==> config.mk <==
export PLATFORM = sky130hd
export DESIGN_NAME = tqvp_spi_target
export DESIGN_NICKNAME = d
export VERILOG_FILES = /design/src/rtl/tqvp_spi_target_pkg.sv /design/src/rtl/tqvp_spi_target_sync.sv /design/src/rtl/tqvp_spi_target.sv
export SDC_FILE = /design/constraint.sdc
export NUM_CORES = 1
export LEC_CHECK = 0
export ABC_AREA = 1
export CAP_MARGIN = 20
export CORE_ASPECT_RATIO = 1.1
export CORE_MARGIN = 2
export CORE_UTILIZATION = 55
export DETAILED_ROUTE_END_ITERATION = 10
export PLACE_DENSITY = 0.79
export SYNTH_ARGS = -nofsm -noshare
export SYNTH_HDL_FRONTEND = slang
export SYNTH_SLANG_ARGS = --single-unit
==> constraint.sdc <==
create_clock -name clk -period 2 [get_ports clk]
set_input_delay 0.2 -clock clk [delete_from_list [all_inputs] [get_ports clk]]
set_output_delay 0.2 -clock clk [all_outputs]
set_load 0.02 [all_outputs]
==> src/rtl/tqvp_spi_target_pkg.sv <==
// Shared constants and state type for the TinyQV SPI target.
package tqvp_spi_pkg;

  localparam logic [1:0] SPI_MODE0     = 2'd0;
  localparam logic [7:0] TX_IDLE_BYTE  = 8'hFF;
  localparam int         RX_FIFO_DEPTH = 4;

  typedef enum logic {
    ST_IDLE   = 1'b0,
    ST_ACTIVE = 1'b1
  } spi_state_t;

endpackage

==> src/rtl/tqvp_spi_target_sync.sv <==
// Multi-flop synchroniser for an external pin followed by a registered
// rise/fall detector; edge pulses appear SYNC_STAGES+1 clk after the pin moves.
module tqvp_spi_target_sync #(
  parameter int   SYNC_STAGES = 2,
  parameter logic RESET_VAL   = 1'b0
) (
  input  logic clk,
  input  logic rstn,
  input  logic din,
  output logic rise,
  output logic fall
);

  logic [SYNC_STAGES-1:0] chain;
  logic                   level;

  always_ff @(posedge clk) begin
    if (!rstn) begin
      chain <= {SYNC_STAGES{RESET_VAL}};
      level <= RESET_VAL;
      rise  <= 1'b0;
      fall  <= 1'b0;
    end else begin
      chain <= {chain[SYNC_STAGES-2:0], din};
      level <= chain[SYNC_STAGES-1];
      rise  <= chain[SYNC_STAGES-1] & ~level;
      fall  <= ~chain[SYNC_STAGES-1] & level;
    end
  end

endmodule

==> src/rtl/tqvp_spi_target.sv <==
// SPI mode-0 target for TinyQV peripherals, MSB first, oversampled in clk.
// Define SPI_TARGET_RX_FIFO_EN for a 4-entry rx FIFO instead of one holding register.
module tqvp_spi_target #(
  parameter int SYNC_STAGES = 2
) (
  input  logic       clk,
  input  logic       rstn,
  input  logic       spi_cs_n,
  input  logic       spi_sclk,
  input  logic       spi_mosi,
  output logic       spi_miso,
  output logic       spi_miso_oe,
  input  logic [7:0] tx_data,
  input  logic       tx_write,
  output logic       tx_full,
  output logic [7:0] rx_data,
  output logic       rx_valid,
  input  logic       rx_read,
  output logic       rx_overrun,
  output logic       tx_underrun,
  input  logic       clear_flags,
  output logic       selected
);
  import tqvp_spi_pkg::*;

  logic sclk_rise, sclk_fall, cs_rise, cs_fall;
  logic [SYNC_STAGES-1:0] mosi_chain;
  logic mosi_s;

  tqvp_spi_target_sync #(.SYNC_STAGES(SYNC_STAGES), .RESET_VAL(1'b0)) u_sync_sclk (
    .clk(clk), .rstn(rstn), .din(spi_sclk), .rise(sclk_rise), .fall(sclk_fall)
  );

  tqvp_spi_target_sync #(.SYNC_STAGES(SYNC_STAGES), .RESET_VAL(1'b1)) u_sync_cs (
    .clk(clk), .rstn(rstn), .din(spi_cs_n), .rise(cs_rise), .fall(cs_fall)
  );

  always_ff @(posedge clk) begin
    if (!rstn) mosi_chain <= '0;
    else       mosi_chain <= {mosi_chain[SYNC_STAGES-2:0], spi_mosi};
  end
  assign mosi_s = mosi_chain[SYNC_STAGES-1];

  spi_state_t state, state_next;
  logic [2:0] bit_cnt;
  logic       boundary;
  logic [6:0] rx_shift;
  logic [7:0] rx_byte;
  logic [7:0] tx_shift;
  logic [7:0] tx_hold;
  logic       byte_start, rx_shift_en, tx_shift_en, byte_done;
  logic       rx_pop, rx_full_eff;

  always_ff @(posedge clk) begin
    if (!rstn) state <= ST_IDLE;
    else       state <= state_next;
  end

  // A CS rise wins over any SCLK edge in the same cycle, so a final SCLK
  // fall coincident with deselect does not start (and consume) another byte.
  always_comb begin
    state_next  = state;
    byte_start  = 1'b0;
    rx_shift_en = 1'b0;
    tx_shift_en = 1'b0;
    case (state)
      ST_IDLE: begin
        if (cs_fall) begin
          state_next = ST_ACTIVE;
          byte_start = 1'b1;
        end
      end
      ST_ACTIVE: begin
        if (cs_rise) begin
          state_next = ST_IDLE;
        end else begin
          if (sclk_rise) rx_shift_en = 1'b1;
          if (sclk_fall) begin
            if (boundary) byte_start  = 1'b1;
            else          tx_shift_en = 1'b1;
          end
        end
      end
      default: state_next = ST_IDLE;
    endcase
  end

  assign rx_byte   = {rx_shift, mosi_s};
  assign byte_done = rx_shift_en && (bit_cnt == 3'd7);

  always_ff @(posedge clk) begin
    if (!rstn) begin
      bit_cnt     <= '0;
      boundary    <= 1'b0;
      rx_shift    <= '0;
      tx_shift    <= TX_IDLE_BYTE;
      tx_hold     <= '0;
      tx_full     <= 1'b0;
      tx_underrun <= 1'b0;
      rx_overrun  <= 1'b0;
    end else begin
      if (state != ST_ACTIVE || cs_rise) begin
        bit_cnt  <= '0;
        boundary <= 1'b0;
        rx_shift <= '0;
      end else if (rx_shift_en) begin
        rx_shift <= rx_byte[6:0];
        bit_cnt  <= bit_cnt + 3'd1;
        boundary <= (bit_cnt == 3'd7);
      end else if (byte_start) begin
        boundary <= 1'b0;
      end

      if (byte_start)       tx_shift <= tx_full ? tx_hold : TX_IDLE_BYTE;
      else if (tx_shift_en) tx_shift <= {tx_shift[6:0], 1'b1};

      if (tx_write) tx_hold <= tx_data;
      tx_full     <= tx_write | (tx_full & ~byte_start);
      tx_underrun <= (byte_start & ~tx_full) | (tx_underrun & ~clear_flags);
      rx_overrun  <= (byte_done & rx_full_eff) | (rx_overrun & ~clear_flags);
    end
  end

  assign rx_pop = rx_read & rx_valid;

`ifdef SPI_TARGET_RX_FIFO_EN
  logic [7:0] rx_mem [RX_FIFO_DEPTH];
  logic [1:0] wr_ptr, rd_ptr;
  logic [2:0] count;
  logic       rx_push;

  assign rx_full_eff = (count == 3'(RX_FIFO_DEPTH)) & ~rx_pop;
  assign rx_push     = byte_done & ~rx_full_eff;

  always_ff @(posedge clk) begin
    if (!rstn) begin
      for (int i = 0; i < RX_FIFO_DEPTH; i++) rx_mem[i] <= '0;
      wr_ptr <= '0;
      rd_ptr <= '0;
      count  <= '0;
    end else begin
      if (rx_push) begin
        rx_mem[wr_ptr] <= rx_byte;
        wr_ptr         <= wr_ptr + 2'd1;
      end
      if (rx_pop) rd_ptr <= rd_ptr + 2'd1;
      count <= count + {2'b00, rx_push} - {2'b00, rx_pop};
    end
  end

  assign rx_data  = rx_mem[rd_ptr];
  assign rx_valid = (count != 3'd0);
`else
  logic [7:0] rx_hold;
  logic       rx_hold_valid;

  assign rx_full_eff = rx_hold_valid & ~rx_pop;

  always_ff @(posedge clk) begin
    if (!rstn) begin
      rx_hold       <= '0;
      rx_hold_valid <= 1'b0;
    end else if (byte_done && !rx_full_eff) begin
      rx_hold       <= rx_byte;
      rx_hold_valid <= 1'b1;
    end else if (rx_pop) begin
      rx_hold_valid <= 1'b0;
    end
  end

  assign rx_data  = rx_hold;
  assign rx_valid = rx_hold_valid;
`endif

  assign spi_miso    = tx_shift[7];
  assign selected    = (state == ST_ACTIVE);
  assign spi_miso_oe = selected;

endmodule

# Yosys cells after proc, flatten, opt, wreduce, memory -nomap -nowiden
# Index checks and enable logic that the tools add are counted.
[classes] n_bitwise=24 multipliers=0 add_sub_neg=1 n_reduce_logical=8 shifts=0 muxes=21 eq_ne=1 div_mod_pow=0 n_lt_le_gt_ge=0
[op_table] operator="8-bit 2-to-1 mux" count=3
[op_table] operator="1-bit 2-to-1 mux" count=16
[op_table] operator="1-bit AND" count=11
[op_table] operator="1-bit NOT" count=10
[op_table] operator="2-bit nonzero test" count=3
[op_table] operator="1-bit case mux with 2 select lines" count=2
[op_table] operator="3-bit by 1-bit adder with 3-bit output, second input constant" count=1
[op_table] operator="3-bit == test, second input constant" count=1
[op_table] operator="1-bit OR" count=3
[op_table] operator="1-bit logical AND" count=2
[op_table] operator="2-bit OR reduction" count=1
[op_table] operator="1-bit zero test" count=1
[op_table] operator="1-bit logical OR" count=1
[word_totals] reg_bits=52 ram_bits=0 mem_count=0 latchBits=0 mem_bits_ro=0 input_bits=16 word_cells=75 output_inout_bits=15

# Depth between registers and ports, before layout
[logic_depth] ltp_word=7 depth_mapped=7 ltp_nobuf=7

# Cells and area by module
# From an unflattened synthesis, not the netlist that was laid out.
[hier_totals] hier_cells=280 area_unflattened_um2=2129.5
[modules_own_cells] module="tqvp_spi_target" area_each_um2=1856.8 instances=1 seq_area_each_um2=840.8 cells_per_inst=252
[modules_own_cells] module="tqvp_spi_target_sync" area_each_um2=136.4 instances=2 seq_area_each_um2=100.1 cells_per_inst=14

# Worst setup path before layout
# No wires, ideal clock.
[synth_timing] kind="register to register" from="register state, in the netlist selected" to="register tx_shift[0]" slack_ns=0.761 path_stages_with_launch=6 setup_time_ns=0.114 arrival_time_ns=1.124 path_buffers=0 synth_period_minus_slack_ns=1.239 t_required_ns=1.886 path_cell_list="dfxtp_1 -> nand2_1 -> nand2_2 -> nand2_2 -> o21ai_1 -> nand2_1"
[synth_via] elab_chain_cells=3 word_cells_on_any_way=5 classes_between="mux (3); bitwise (1); reduce/logical (1)"
[synth_lines] item="from (decl)" line="tqvp_spi_target.sv:44" source="spi_state_t state, state_next;"
[synth_lines] item="from (signal assigned)" line="tqvp_spi_target.sv:56" source="else state <= state_next;"
[synth_lines] item="1-bit NOT"
[synth_lines] item="1-bit case mux with 2 select lines" line="tqvp_spi_target.sv:66" source="case (state)"
[synth_lines] item="8-bit 2-to-1 mux / 2-bit nonzero test (equally long branches)"
[synth_lines] item="to (signal assigned)" line="tqvp_spi_target.sv:114" source="if (byte_start) tx_shift <= tx_full ? tx_hold : TX_IDLE_BYTE;"
[synth_lines] item="to (signal assigned)" line="tqvp_spi_target.sv:115" source="else if (tx_shift_en) tx_shift <= {tx_shift[6:0], 1'b1};"
[synth_lines] item="to (decl)" line="tqvp_spi_target.sv:49" source="logic [7:0] tx_shift;"
# Several ways; a longest one is shown, not always the timed one.
# A chain may end at the register's enable or synchronous reset.

# Worst setup path in the final report
[layout_timing] from="register state, in the netlist selected" to="output port spi_miso_oe"
[layout_rtl] item="to (decl)" line="tqvp_spi_target.sv:12" source="output logic spi_miso_oe,"
# No word-level cell between the ends.

==> summary.md <==
| Metric | Value |
|---|---|
| Die Y | `about 67 µm` |
| Crit share post-route | `0.856` |
| Worst Tran Pin Value | `between 0.3 and 0.4 ns` |
| Synth warn | `0` |
| Power Dens Cells | `752 nW/µm²` |
| Commonest non-fill, non-tap cell in the layout | `dfxtp_1` |
| Fraction of layout cells with a size suffix above 1 | `0.0764` |
| Syn Nets | `285` |
| DIE AREA | `roughly 4100 µm²` |
| Congestion Overflow GR | `0` |
| DRC | `0` |
| Min Tclk post-route | `roughly 1.7 ns` |
| Final setup vio count | `0` |
| Hold Crit Class | `input port to register` |
| Vias in the first global route | `1401` |
| # hold bufs at CTS | `0` |
| Clk root buf | `clkbuf_4` |
| Dpl ws | `0.504 ns` |
| Synth Flop Type | `dfxtp_1` |
| Worst-case clock buffer depth | `2` |
| Vias | `between 1.5k and 2k` |
| Post-synthesis sequential area ratio | `0.521` |
| Worst setup EP type | `primary output` |
| DR vias/cell | `4.67` |
| Hold Crit Depth | `3` |
| Final Power | `~1800 µW` |
| Worst Skew | `0.00912 ns` |
| Worst IR Drop VDD | `0.535 mV` |
| FFs w/ async S/R, synth | `0` |
| Wire per inst | `9.72 µm` |
| Post-synthesis adder-cell area fraction | `0.0125` |
| Leakage Power | `between 0.001 and 0.0015 µW` |
| CTS Buf Count | `5` |
| Most frequent cells in the layout | `52 x dfxtp_1, 44 x nor2_1, 40 x nand2_1` |
| WP data arrival | `between 1.5 and 2 ns` |
| Compound-gate portion of the synthesized area | `0.100` |
| Netlist cell types | `22` |
| Largest net degree at the start of global routing | `33` |
| Global-route wire length before repair | `5980 µm` |
| Run status | `completed` |
| RR Startpoint | `bit_cnt[0]$_SDFFE_PP0P_` |
| Sink Count | `between 50 and 60` |
| Setup ws final | `around 0.29 ns` |
| CTS resizes | `0` |
| Setup TNS | `0 ns` |
| Reg2Reg Setup Slack | `0.60 ns` |
| Main area contributors after synthesis | `dfxtp_1 52%, nor2_1 8.3%, nand2_1 7.5%, inv_1 7.3%, nand3_1 6.5%` |
| Overall die width | `between 60 and 70 µm` |
| Drt initial violations | `45` |
| Drt pass-1 iters | `4` |
| Core area | `approximately 3400 µm²` |
| Synth top area share | `0.521` |
| Routed WL | `roughly 3400 µm` |
| Area delta synth->final | `22.0%` |
| Slew Limit Fails | `0` |
| Yosys reg bits | `52` |
| Worst Path Buf+Inv | `1` |
| CTS H-tree lvls | `2` |
| Syn Area/Cell | `~7.5 µm²` |
| Family with the most delay on the worst path | `buffers and inverters` |
| Setup repair bufs after CTS | `0` |
| Initial antenna violation count | `0` |
| WP data required | `roughly 1.8 ns` |
| Final Hold Fails | `0` |
| Post-synthesis mux area share | `0` |
| Simple-gate share of the synthesized area | `0.265` |
| Row cnt | `22` |
| Reg clk slew, reported paths | `about 0.13 ns` |
| Initial Util | `0.585` |
| RSZ-0062 raised after global routing | `no` |
| Synth Instances | `about 270` |
| Nets | `about 320` |
| Post-synth top area cell | `dfxtp_1` |
| Crit-path cells | `clkdlybuf4s50_1` |
| CTS tree | `yes` |
| Slowest CP cell | `clkdlybuf4s50_1` |
| Hold Path Sink | `mosi_chain[0]$_SDFF_PN0_` |
| Largest family of logic cells by synthesized area | `simple AND/OR/NAND/NOR gates` |
| ANT cells | `0` |
| # Max-Cap Violations | `0` |
| Dpl hpwl | `2430 µm` |
| GRT Overall Usage | `0.199` |
| RR Endpoint | `rx_data[2]$_SDFFE_PN0P_` |
| Max_slew headroom | `0.789` |
| Post-Synth XOR/XNOR Area | `0.00438` |
| Slowest stage delay, CP | `0.66 ns` |
| Post-synth EDFFs | `0` |
| Crit path kind | `register to primary output` |
| Fmax | `just under 600 MHz` |
| Critical Path Start Type | `register` |
| Routability cong. | `0.812` |
| # IOs | `31` |
| Skew-Pair Late Insertion Delay | `roughly 0.37 ns` |
| Worst-path fanout max | `7` |
| Synthesized area | `2000 µm²` |
| Post-route ant nets | `0` |
| Number of port buffers | `30` |
| R2R depth | `6` |
| Worst Min Path Start | `spi_mosi` |
Yosys cell counts (all sizes together) (2+ instances only):
| master | count |
|---|---|
| a21oi | 15 |
| buf | 4 |
| clkbuf | 2 |
| clkinv | 2 |
| dfxtp | 52 |
| ha | 2 |
| inv | 41 |
| nand2 | 45 |
| nand3 | 26 |
| nor2 | 48 |
| o21ai | 25 |
| or2 | 2 |
stage by stage:
stage	util	std cells	hold slack, ns	instance area (µm²)
3_3_place_gp	0.686	341	0.392	2340
3_5_place_dp	0.686	341	0.399	2340
4_1_cts	0.714	349	0.329	2440
5_1_grt	0.714	349	0.344	2440
2_1_floorplan	-	267	0.298	2000
6_report	0.714	349	0.347	2440
flip-flops by register name, indices dropped and copies added (netlist names), 2 cells and up:
signal / flops
mosi_chain: 2
u_sync_cs.chain: 2
rx_shift: 7
u_sync_sclk.chain: 2
bit_cnt: 3
tx_hold: 8
rx_data: 8
tx_shift: 8
report_power, final:
| part | total (µW) | switching [µW] | internal [µW] |
|---|---|---|---|
| Sequential | 1080 | 13.6 | 1060 |
| Clock | 633 | 301 | 332 |
| Combinational | 124 | 65.3 | 58.5 |
| Total | 1830 | 380 | 1450 |
final cells by class:
type | instances | area, µm²
fill | 286 | 976
tap | 48 | 60.1
inverter | 43 | 161
multi-input combinational | 166 | 764
clock inverter | 1 | 30.0
sequential | 52 | 1040
timing repair buffer | 32 | 315
clock buffer | 7 | 65.1
routing by layer:
layer / track usage / wire, µm / vias to the layer above
li1: - / - / 899
met1: 0.265 / 1740 / 693
met2: 0.290 / 1420 / 35
met3: 0.0613 / 167 / 4
met4: 0.101 / 67 / 0
met5: 0 / 0 / -
cell families (layout without fill, tap and decap cells):
group | Yosys count | count (layout)
simple gates | 123 | 123
flops | 52 | 52
buf+inv | 49 | 83
compound gates | 40 | 40
fa+ha+maj | 2 | 2
xor+xnor | 1 | 1
tightest hold or removal path, cell delays in order:
cell             delay, ns
clkdlybuf4s50_1       0.39
nand2_1               0.06
inv_1                 0.03
worst max-delay path by stage:
stage                        startpoint                  endpoint  slack (ns)  depth (start not counted)
floorplan           selected$_SDFF_PN0_  tx_shift[0]$_SDFFE_PN1P_        0.76                          5
global placement               tx_write   tx_hold[0]$_SDFFE_PN0P_        0.53                          4
detailed placement             tx_write   tx_hold[0]$_SDFFE_PN0P_        0.50                          4
CTS                 selected$_SDFF_PN0_               spi_miso_oe        0.27                          1
global route        selected$_SDFF_PN0_               spi_miso_oe        0.21                          1
finish              selected$_SDFF_PN0_               spi_miso_oe        0.29                          1
No activity file was read; power rests on OpenSTA's default activity.
